[src/rtl/ahb_sram_slave.sv]
// AHB-Lite slave bridging to a single-port synchronous SRAM.
// Writes complete with zero wait states; reads take one wait state; misaligned accesses get a two-cycle ERROR.
module ahb_sram_slave #(
    parameter int unsigned ADDR_W = 14
) (
    input  logic              clk,
    input  logic              rst,
    input  logic              S_HSEL,
    input  logic [31:0]       S_HADDR,
    input  logic [1:0]        S_HTRANS,
    input  logic [2:0]        S_HSIZE,
    input  logic              S_HWRITE,
    input  logic [31:0]       S_HWDATA,
    input  logic              S_HREADY,
    output logic              S_HREADYOUT,
    output logic              S_HRESP,
    output logic [31:0]       S_HRDATA,
    output logic              sram_ce,
    output logic [3:0]        sram_we,
    output logic [ADDR_W-1:0] sram_addr,
    output logic [31:0]       sram_wdata,
    input  logic [31:0]       sram_rdata
);

    localparam int unsigned BYTE_AW = ADDR_W + 2;

    typedef enum logic [2:0] {
        IDLE    = 3'd0,
        WR      = 3'd1,
        RD      = 3'd2,
        RD_DATA = 3'd3,
        ERR1    = 3'd4,
        ERR2    = 3'd5
    } state_t;

    state_t               state;
    state_t               state_next;
    logic [BYTE_AW-1:0]   addr_q;
    logic [2:0]           size_q;
    logic                 accept;
    logic                 misaligned;
    logic [3:0]           lane_mask;

    // Address bits above the SRAM window alias; HTRANS[0] only separates SEQ from NONSEQ.
    logic unused_bits;
    assign unused_bits = ^{S_HADDR[31:BYTE_AW], S_HTRANS[0]};

    assign accept = S_HSEL && S_HTRANS[1] && S_HREADY &&
                    (state == IDLE || state == WR || state == RD_DATA || state == ERR2);

    assign misaligned = (S_HSIZE > 3'd2) ||
                        (S_HSIZE == 3'd1 && S_HADDR[0]) ||
                        (S_HSIZE == 3'd2 && S_HADDR[1:0] != 2'b00);

    // State and address-phase capture
    always_ff @(posedge clk) begin
        if (rst) begin
            state  <= IDLE;
            addr_q <= '0;
            size_q <= 3'd0;
        end else begin
            state <= state_next;
            if (accept) begin
                addr_q <= S_HADDR[BYTE_AW-1:0];
                size_q <= S_HSIZE;
            end
        end
    end

    always_comb begin
        state_next = state;
        unique case (state)
            IDLE, WR, RD_DATA, ERR2: begin
                if (!accept)         state_next = IDLE;
                else if (misaligned) state_next = ERR1;
                else if (S_HWRITE)   state_next = WR;
                else                 state_next = RD;
            end
            RD:      state_next = RD_DATA;
            ERR1:    state_next = ERR2;
            default: state_next = IDLE;
        endcase
    end

    // Byte strobes for the latched write size and lane
    always_comb begin
        lane_mask = 4'b0000;
        unique case (size_q)
            3'd0:    lane_mask = 4'(4'b0001 << addr_q[1:0]);
            3'd1:    lane_mask = addr_q[1] ? 4'b1100 : 4'b0011;
            3'd2:    lane_mask = 4'b1111;
            default: lane_mask = 4'b0000;
        endcase
    end

    assign sram_addr  = addr_q[BYTE_AW-1:2];
    assign sram_wdata = S_HWDATA;

    // Data-phase responses; reset forces the idle response and blocks any SRAM strobe.
    always_comb begin
        S_HREADYOUT = 1'b1;
        S_HRESP     = 1'b0;
        S_HRDATA    = 32'h0;
        sram_ce     = 1'b0;
        sram_we     = 4'b0000;
        if (!rst) begin
            unique case (state)
                WR: begin
                    sram_ce = 1'b1;
                    sram_we = lane_mask;
                end
                RD: begin
                    S_HREADYOUT = 1'b0;
                    sram_ce     = 1'b1;
                end
                RD_DATA: S_HRDATA = sram_rdata;
                ERR1: begin
                    S_HREADYOUT = 1'b0;
                    S_HRESP     = 1'b1;
                end
                ERR2:    S_HRESP = 1'b1;
                default: ;
            endcase
        end
    end

endmodule
[config.mk]
export PLATFORM = sky130hd
export DESIGN_NAME = ahb_sram_slave
export DESIGN_NICKNAME = d
export VERILOG_FILES = /design/src/rtl/ahb_sram_slave.sv
export SDC_FILE = /design/constraint.sdc
export NUM_CORES = 1
export LEC_CHECK = 0
export ABC_AREA = 1
export CAP_MARGIN = 20
export CORE_ASPECT_RATIO = 1.2
export CORE_MARGIN = 3
export CORE_UTILIZATION = 30
export CTS_CLUSTER_DIAMETER = 200
export DETAILED_ROUTE_END_ITERATION = 12
export HOLD_SLACK_MARGIN = 0.12
export PLACE_DENSITY = 0.88
export SETUP_SLACK_MARGIN = 0.4
export SLEW_MARGIN = 20
export SYNTH_ARGS = -nofsm -noshare
export SYNTH_HDL_FRONTEND = slang
export SYNTH_SLANG_ARGS = --single-unit
export TNS_END_PERCENT = 5
[constraint.sdc]
create_clock -name clk -period 2.6 [get_ports clk]
set_input_delay 0.26 -clock clk [delete_from_list [all_inputs] [get_ports clk]]
set_output_delay 0.26 -clock clk [all_outputs]
set_load 0.01 [all_outputs]
### After elaboration in Yosys (flattened, before gate mapping)

Index checks and enable logic that the tools add are counted.

| word-level totals | value |
|---|---|
| word-level logic and storage cells | 47 |
| output and inout port bits | 85 |
| flip-flop bits (word level) | 22 |
| bits of input ports | 106 |

| cells by class | value |
|---|---|
| muxes and demuxes | 16 |
| eq/ne operators | 9 |
| shift operators | 1 |
| reduce and logical (&&, ||, !) cells | 17 |
| magnitude comparators | 1 |

Operators with widths:

| cell | count |
|---|---|
| $mux W32 | 2 |
| $eq A3 B2 Y1 const B | 4 |
| $mux W4 | 3 |
| $pmux W4 S3 | 1 |
| $eq A3 B1 Y1 const B | 3 |
| $pmux W3 S3 | 1 |
| $eq A3 B3 Y1 const B | 2 |
| $logic_not A3 Y1 | 2 |
| $mux W1 | 6 |
| $mux W3 | 2 |
| $reduce_or A2 Y1 | 3 |
| $logic_and A1 B1 Y1 | 5 |
| $logic_or A1 B1 Y1 | 5 |
| $reduce_or A4 Y1 | 1 |
| $shl A1 B2 Y4 const A | 1 |
| $gt A3 B2 Y1 const B | 1 |
| $mux W2 | 1 |
| $reduce_bool A2 Y1 | 1 |

### Depth between registers and ports, before layout

Gate-level depths: netlist (run 1).

| logic depth | value |
|---|---|
| depth in word-level cells | 7 |
| gate-level depth with buffers | 9 |
| depth with buffers taken out | 8 |

### Worst setup path after synthesis (run 1)

Ideal clock, no wire load.

| path | value |
|---|---|
| kind | reg-to-output |
| start | register state[2] |
| end | output port sram_we[0] |
| required time | 2.340 ns |
| arrival | 0.962 ns |
| stages on the path, launching flop included | 6 |
| path slack | 1.378 ns |
| cells stage by stage | dfxtp_1 > inv_1 > nand3_1 > nor4_2 > nand2_1 > inv_1 |

| on the way | value |
|---|---|
| longest elaborated chain between the ends | 3 |

Ends and longest elaborated chain:

| what | RTL line | RTL |
|---|---|---|
| from (decl) | 36 | `state_t state;` |
| from (signal assigned) | 62 | `state <= state_next;` |
| $eq A3 B1 Y1 | 107 | `unique case (state)` |
| $mux W4 | 107 |  |
| $mux W4 | 106 | `if (!rst) begin` |
| to (decl) | 19 | `output logic [3:0] sram_we,` |

No other way between the ends.

### Final worst setup path (run 1)

| path | value |
|---|---|
| start | register state[2] |
| end | output port sram_we[3] |

The elaborated chain is that of the path after synthesis.

==> metrics.csv, run 1 <==
metric;value;unit
TritonCTS clock tree;built;
Slew headroom;0.790;
n_diodes;0;
EDFF count, synth;0;
endpoints failing hold;0;
CP required;2.34;ns
Max clock buf depth;2;
cell at the slowest stage of the critical path;clkdlybuf4s50_1;
CP delay by family, top;buffers and inverters;
Worst setup SP type;register;
num rows;28;
Setup TNS;0;ns
clk_skew;0.00318;ns
final cycle utilization of the critical path;0.810;
RSZ-0062 raised after global routing;yes;
hpwl dp;4440;um
initial antenna violation count;0;
DIE AREA;6410;um2
CP bufs+invs;3;
Initial Util;0.321;
status;completed;
fin util;0.485;
P_leak;1.13;nW
DRC;0;
post-synth top area cell;dfxtp_1;
clock sink count;22;
Post-synth top cells;nor2_1, inv_1, buf_4, dfxtp_1;
Synth Net Count;369;
Reg2Reg Depth;7;
fin cells;383;
Syn. warnings;0;
total via count in the routed design;1640;
number of stages on the worst setup path;6;
Core Footprint;5110;um2
FF+latch count, synth;22;
NumNets Final;430;
Max-Cap Viols;0;
synthesized instance count;263;
Data arrival, critical path;1.85;ns
Mapped Avg Cell Area;6.25;um2
Mapped Area;1640;um2
CTS H-tree lvls;1;
cell chain of the critical path;inv_1 > nand3_1 > nor4_4 > nand2_1 > inv_1 > clkdlybuf4s50_1;
vias per inst;4.28;
largest net degree at the start of global routing;33;
setup violators final;0;
Routed wire per std cell;13.1;um
total count of max-transition violations in the final report;0;
IO Count;191;
Area Overhead vs Synth;50.9;%
Max Clock Freq;0.475;GHz
Hold Crit Class;in2reg;
Num CTS Buffers;3;
max incr delay on CP;0.53;ns
Iteration-0 DRC Markers;9;
PD cells;325;nW/um2
Final min period;2.11;ns
asr flop ratio synth;0;
WS Path Type;reg2out;
Die W;73.6;um
Main synth FF type;dfxtp_1;
Worst path most repeated cell;inv_1;
share of the synthesized area in the top cell type;0.268;
vias in the first global route;1604;
Die Height;87.1;um
first-pass GRT wire length;7460;um
Cells after DPL;379;
top cells by area, synth;dfxtp_1, buf_4, nor2_1, inv_1, o21ai_0;
Port Buffers;109;
DRT antenna net count;0;
GRT Util Overall;0.150;
Filler cells;512;
top-count cell post-synth;nor2_1;
final wirelength;5030;um
CP Max Fanout;5;
sequential area share after synthesis;0.268;
total power;0.000806;W
CTS root buffer;clkbuf_8;
layout cells sized above 1;0.0557;
clock latency on the worst-skew pair;0.26;ns
global placement routability congestion;0.784;
Setup crit end kind;primary output;
Max VDD drop;0.000414;V
hold path depth;2;
DRT Pass-1 Iters;4;
postcts setup bufs;0;
Worst Max-Slew Pin Slew;0.314;ns
Clock transition at path regs;0.08;ns
Distinct cells, synth;22;
total gr overflow;0;
[through the flow]
stage               setup slack (ns)  cell area (um2)  hold WS (ns)
floorplan                       1.38             1640         0.327
global placement               0.383             2410         0.463
detailed placement             0.372             2410         0.472
CTS                            0.364             2470         0.489
global route                   0.301             2480         0.405
finish                         0.493             2480         0.377
[sequential cells by signal, indices dropped and copies added, names as in the netlist]
name and cells:
addr_q 16, state 3, size_q 3
[report_power, final]
part	total, W	switching (W)	internal [W]	leakage, nW
registers	0.000366	0.0000120	0.000354	0.180
clock network	0.000240	0.000105	0.000135	0.0288
logic	0.000200	0.0000775	0.000122	0.921
[path summary, 6_finish.rpt]
check / startpoint / to / slack, ns
worst max-delay path: state[2] / sram_we[3] / 0.49
worst min-delay path: rst / state[2] / 0.38
worst max register to register: state[2] / state[2] / 1.27
worst min register to register: addr_q[14] / addr_q[14] / 0.48
[repair_timing]
action                     4_1_cts  5_1_grt
hold buffers                     0        0
pin swaps                        0        0
gates resized for setup          0        3
setup endpoints to repair       29       37
[kinds of logic (layout without fill, tap and decap cells)]
kind of cell	Yosys count	in the layout	synth area share
AOI/OAI and AO/OA	28	28	0.0875
DFF	22	22	0.268
and+or+nand+nor	107	107	0.275
buffers and inverters	106	166	0.370
[cell type report]
type,instances,area [um2],share of cell area
clock buffer,4,55.1,0.0222
inverter,51,194,0.0782
multi-input combinational,135,604,0.244
sequential,22,440,0.178
tap,60,75.1,0.0303
timing repair buffer,111,1110,0.448
[layer usage]
layer / track usage / up-vias / wire, um
met5: 0 / - / 0
met3: 0.109 / 4 / 1050
met4: 0.0329 / 0 / 75
met2: 0.285 / 93 / 2550
met1: 0.121 / 696 / 1350
li1: - / 847 / -
[worst register-to-register path: stages (launching register included)]
cell     delay (ns)
dfxtp_1        0.39
inv_1          0.12
nand2_2        0.09
nand2_2        0.06
nand2_4        0.21
inv_4          0.16
a21oi_2        0.16
nor2_2         0.04
[cells in the final DEF (no fill, tap or decap)]
cell type,netlist,layout
nand3_1,4,4
nand3_2,1,1
dfxtp_1,22,22
nand2_1,14,14
nand2_4,1,1
inv_4,1,1
a21oi_2,1,1
inv_2,1,1
clkbuf_8,0,4
o21ai_1,10,10
inv_1,49,49
nor2_1,75,75
a21oi_1,3,3
nand4_1,1,1
nor4_4,0,1
nor3_1,4,4
buf_6,4,1
clkdlybuf4s50_1,0,108
nor2_2,3,3
nand2_2,3,3
o21ai_0,14,14
dlymetal6s2s_1,0,1
buf_4,46,1
No activity file was read; power rests on OpenSTA's default activity.
==> run 2: changes to the inputs <==
CORE_UTILIZATION = 27   (was 30)
PLACE_DENSITY = 0.81   (was 0.88)
clock period = 2.2 ns   (was 2.6 ns; I/O delays follow)
==> run 2 against run 1 <==
Effect of this change: critical path depth unchanged; clock power increased by 18%; wire length decreased by 3.4%; cell count rose by 6.0%; power increased by 18%; clock skew is 0.0023 ns higher; die area is 10% higher; first-iteration DRC count grew 89%; largest power group unchanged; sequential cell count unchanged; register-to-register slack lost 0.38 ns; critical path type is now in2out.
==> metrics.csv, run 2 (synthesis gave the netlist of run 1 again) <==
metric;value;unit;change
status;completed;;unchanged
DRC;0;;unchanged
Setup crit end kind;primary output;;unchanged
CTS root buffer;clkbuf_8;;unchanged
commonest non-fill, non-tap cells in the layout;clkdlybuf4s50_1, nor2_1, inv_1;;unchanged
Iteration-0 DRC Markers;17;;was 9
routed wl met2;2570;um;was 2550 um
Worst setup SP type;primary input;;was register
slack of the critical path;0.138;ns;was 0.493 ns
Core Footprint;5780;um2;was 5110 um2
Routed wire per std cell;12.0;um;was 13.1 um
final cycle utilization of the critical path;0.937;;
global placement routability congestion;0.705;;was 0.784
clock sink count;22;;unchanged
Setup WS pre-CTS;0.101;ns;was 0.372 ns
WL met3;751;um;was 1050 um
IO Count;191;;unchanged
Max Clock Freq;0.485;GHz;
clk_skew;0.00545;ns;was 0.00318 ns
DRT Pass-1 Iters;4;;unchanged
max reg flops;16;;unchanged
total gr overflow;0;;unchanged
layout cells sized above 1;0.0708;;was 0.0557
WS Path Type;in2out;;was reg2out
DIE AREA;7070;um2;was 6410 um2
CP required;1.98;ns;was 2.34 ns
Die W;77.2;um;was 73.6 um
NumNets Final;432;;was 430
vias in the first global route;1623;;was 1604
Area Overhead vs Synth;54.0;%;was 50.9%
fin cells;406;;was 383
endpoints failing hold;0;;unchanged
TritonCTS clock tree;built;;unchanged
DRT antenna net count;0;;unchanged
Max-Cap Viols;0;;unchanged
setup violators final;0;;unchanged
uppermost routed layer;met4;;unchanged
initial antenna violation count;0;;unchanged
RSZ-0062 raised after global routing;yes;;unchanged
commonest non-fill, non-tap cell in the layout;clkdlybuf4s50_1;;unchanged
Hold Crit Class;in2out;;was in2reg
Data arrival, critical path;1.84;ns;was 1.85 ns
Max VDD drop;0.000352;V;was 0.000414 V
total via count in the routed design;1667;;was 1640
fin util;0.438;;was 0.485
P_leak;1.17;nW;was 1.13 nW
GRT Util Overall;0.133;;was 0.150
clock latency on the worst-skew pair;0.26;ns;about the same
biggest regs;addr_q (16), size_q (3), state (3);;unchanged
CP Max Fanout;32;;was 5
Worst Max-Slew Pin Slew;0.284;ns;was 0.314 ns
largest net degree at the start of global routing;33;;unchanged
Setup TNS;0;ns;unchanged
Slew headroom;0.809;;was 0.790
Final min period;2.06;ns;
Cells after DPL;401;;was 379
num rows;30;;was 28
postcts setup bufs;0;;unchanged
Die Height;91.5;um;was 87.1 um
vias per inst;4.11;;was 4.28
Max clock buf depth;2;;unchanged
final wirelength;4850;um;was 5030 um
total power;0.000953;W;was 0.000806 W
first-pass GRT wire length;7720;um;was 7460 um
Port Buffers;109;;unchanged
Num CTS Buffers;3;;unchanged
hpwl dp;4180;um;was 4440 um
Initial Util;0.284;;was 0.321
wire length on met1;1500;um;was 1350 um
PD cells;376;nW/um2;was 325 nW/um2
CTS H-tree lvls;1;;unchanged
Biggest register;addr_q;;unchanged
total count of max-transition violations in the final report;0;;unchanged
==> run 2: cell count changes in the layout (fill, tap and decap cells not counted), moves of 2 or more <==
| cell | delta |
|---|---|
| nor3_2 | +2 |
| buf_4 | +2 |
| dlygate4sd2_1 | +2 |
| nor3_1 | -2 |
| clkdlybuf4s50_1 | -2 |
==> run 2: what timing repair did <==
action,CTS,global route
pin swaps,0,1
hold buffers,0,0
setup endpoints to repair,39,39
gates resized for setup,2,4
==> run 2: power breakdown <==
group / leakage [nW] / total, W / switching, W / internal [W]
logic: 0.960 / 0.000236 / 0.0000896 / 0.000147
registers: 0.180 / 0.000433 / 0.0000147 / 0.000418
clock network: 0.0288 / 0.000284 / 0.000124 / 0.000159
==> run 2: through the flow <==
step,area (um2),hold slack [ns]
after floorplan,1640,0.287
after global placement,2460,0.440
after detailed placement,2460,0.440
after CTS,2520,0.440
after global routing,2530,0.440
final,2530,0.440
==> run 2: path summary, 6_finish.rpt <==
kind | start | end | slack (ns) | cells after the start
hold / removal | S_HWDATA[21] | sram_wdata[21] | 0.44 | 0
hold reg to reg | addr_q[10] | addr_q[10] | 0.48 | 2
setup reg to reg | state[1] | state[2] | 0.89 | 7
setup / recovery | rst | S_HRDATA[5] | 0.14 | 6
==> run 2: area by class of cell <==
type                            count  area, um2
Antenna cell                        1       2.50
Clock buffer                        4       55.1
Fill cell                         602       3250
Inverter                           51        194
Multi-Input combinational cell    135        606
Sequential cell                    22        440
Tap cell                           80        100
Timing Repair Buffer              113       1130
==> run 2: worst max-delay path, stage by stage <==
cell and delay, ns:
clkdlybuf4s50_1 0.48, inv_1 0.11, nand4_1 0.16, buf_12 0.21, nor2_1 0.10, clkdlybuf4s50_1 0.55
==> run 2: metal layers <==
metal,global-route usage,up-vias
li1,-,853
met1,0.113,713
met2,0.260,99
met3,0.0784,2
met4,0.0297,0
met5,0,-
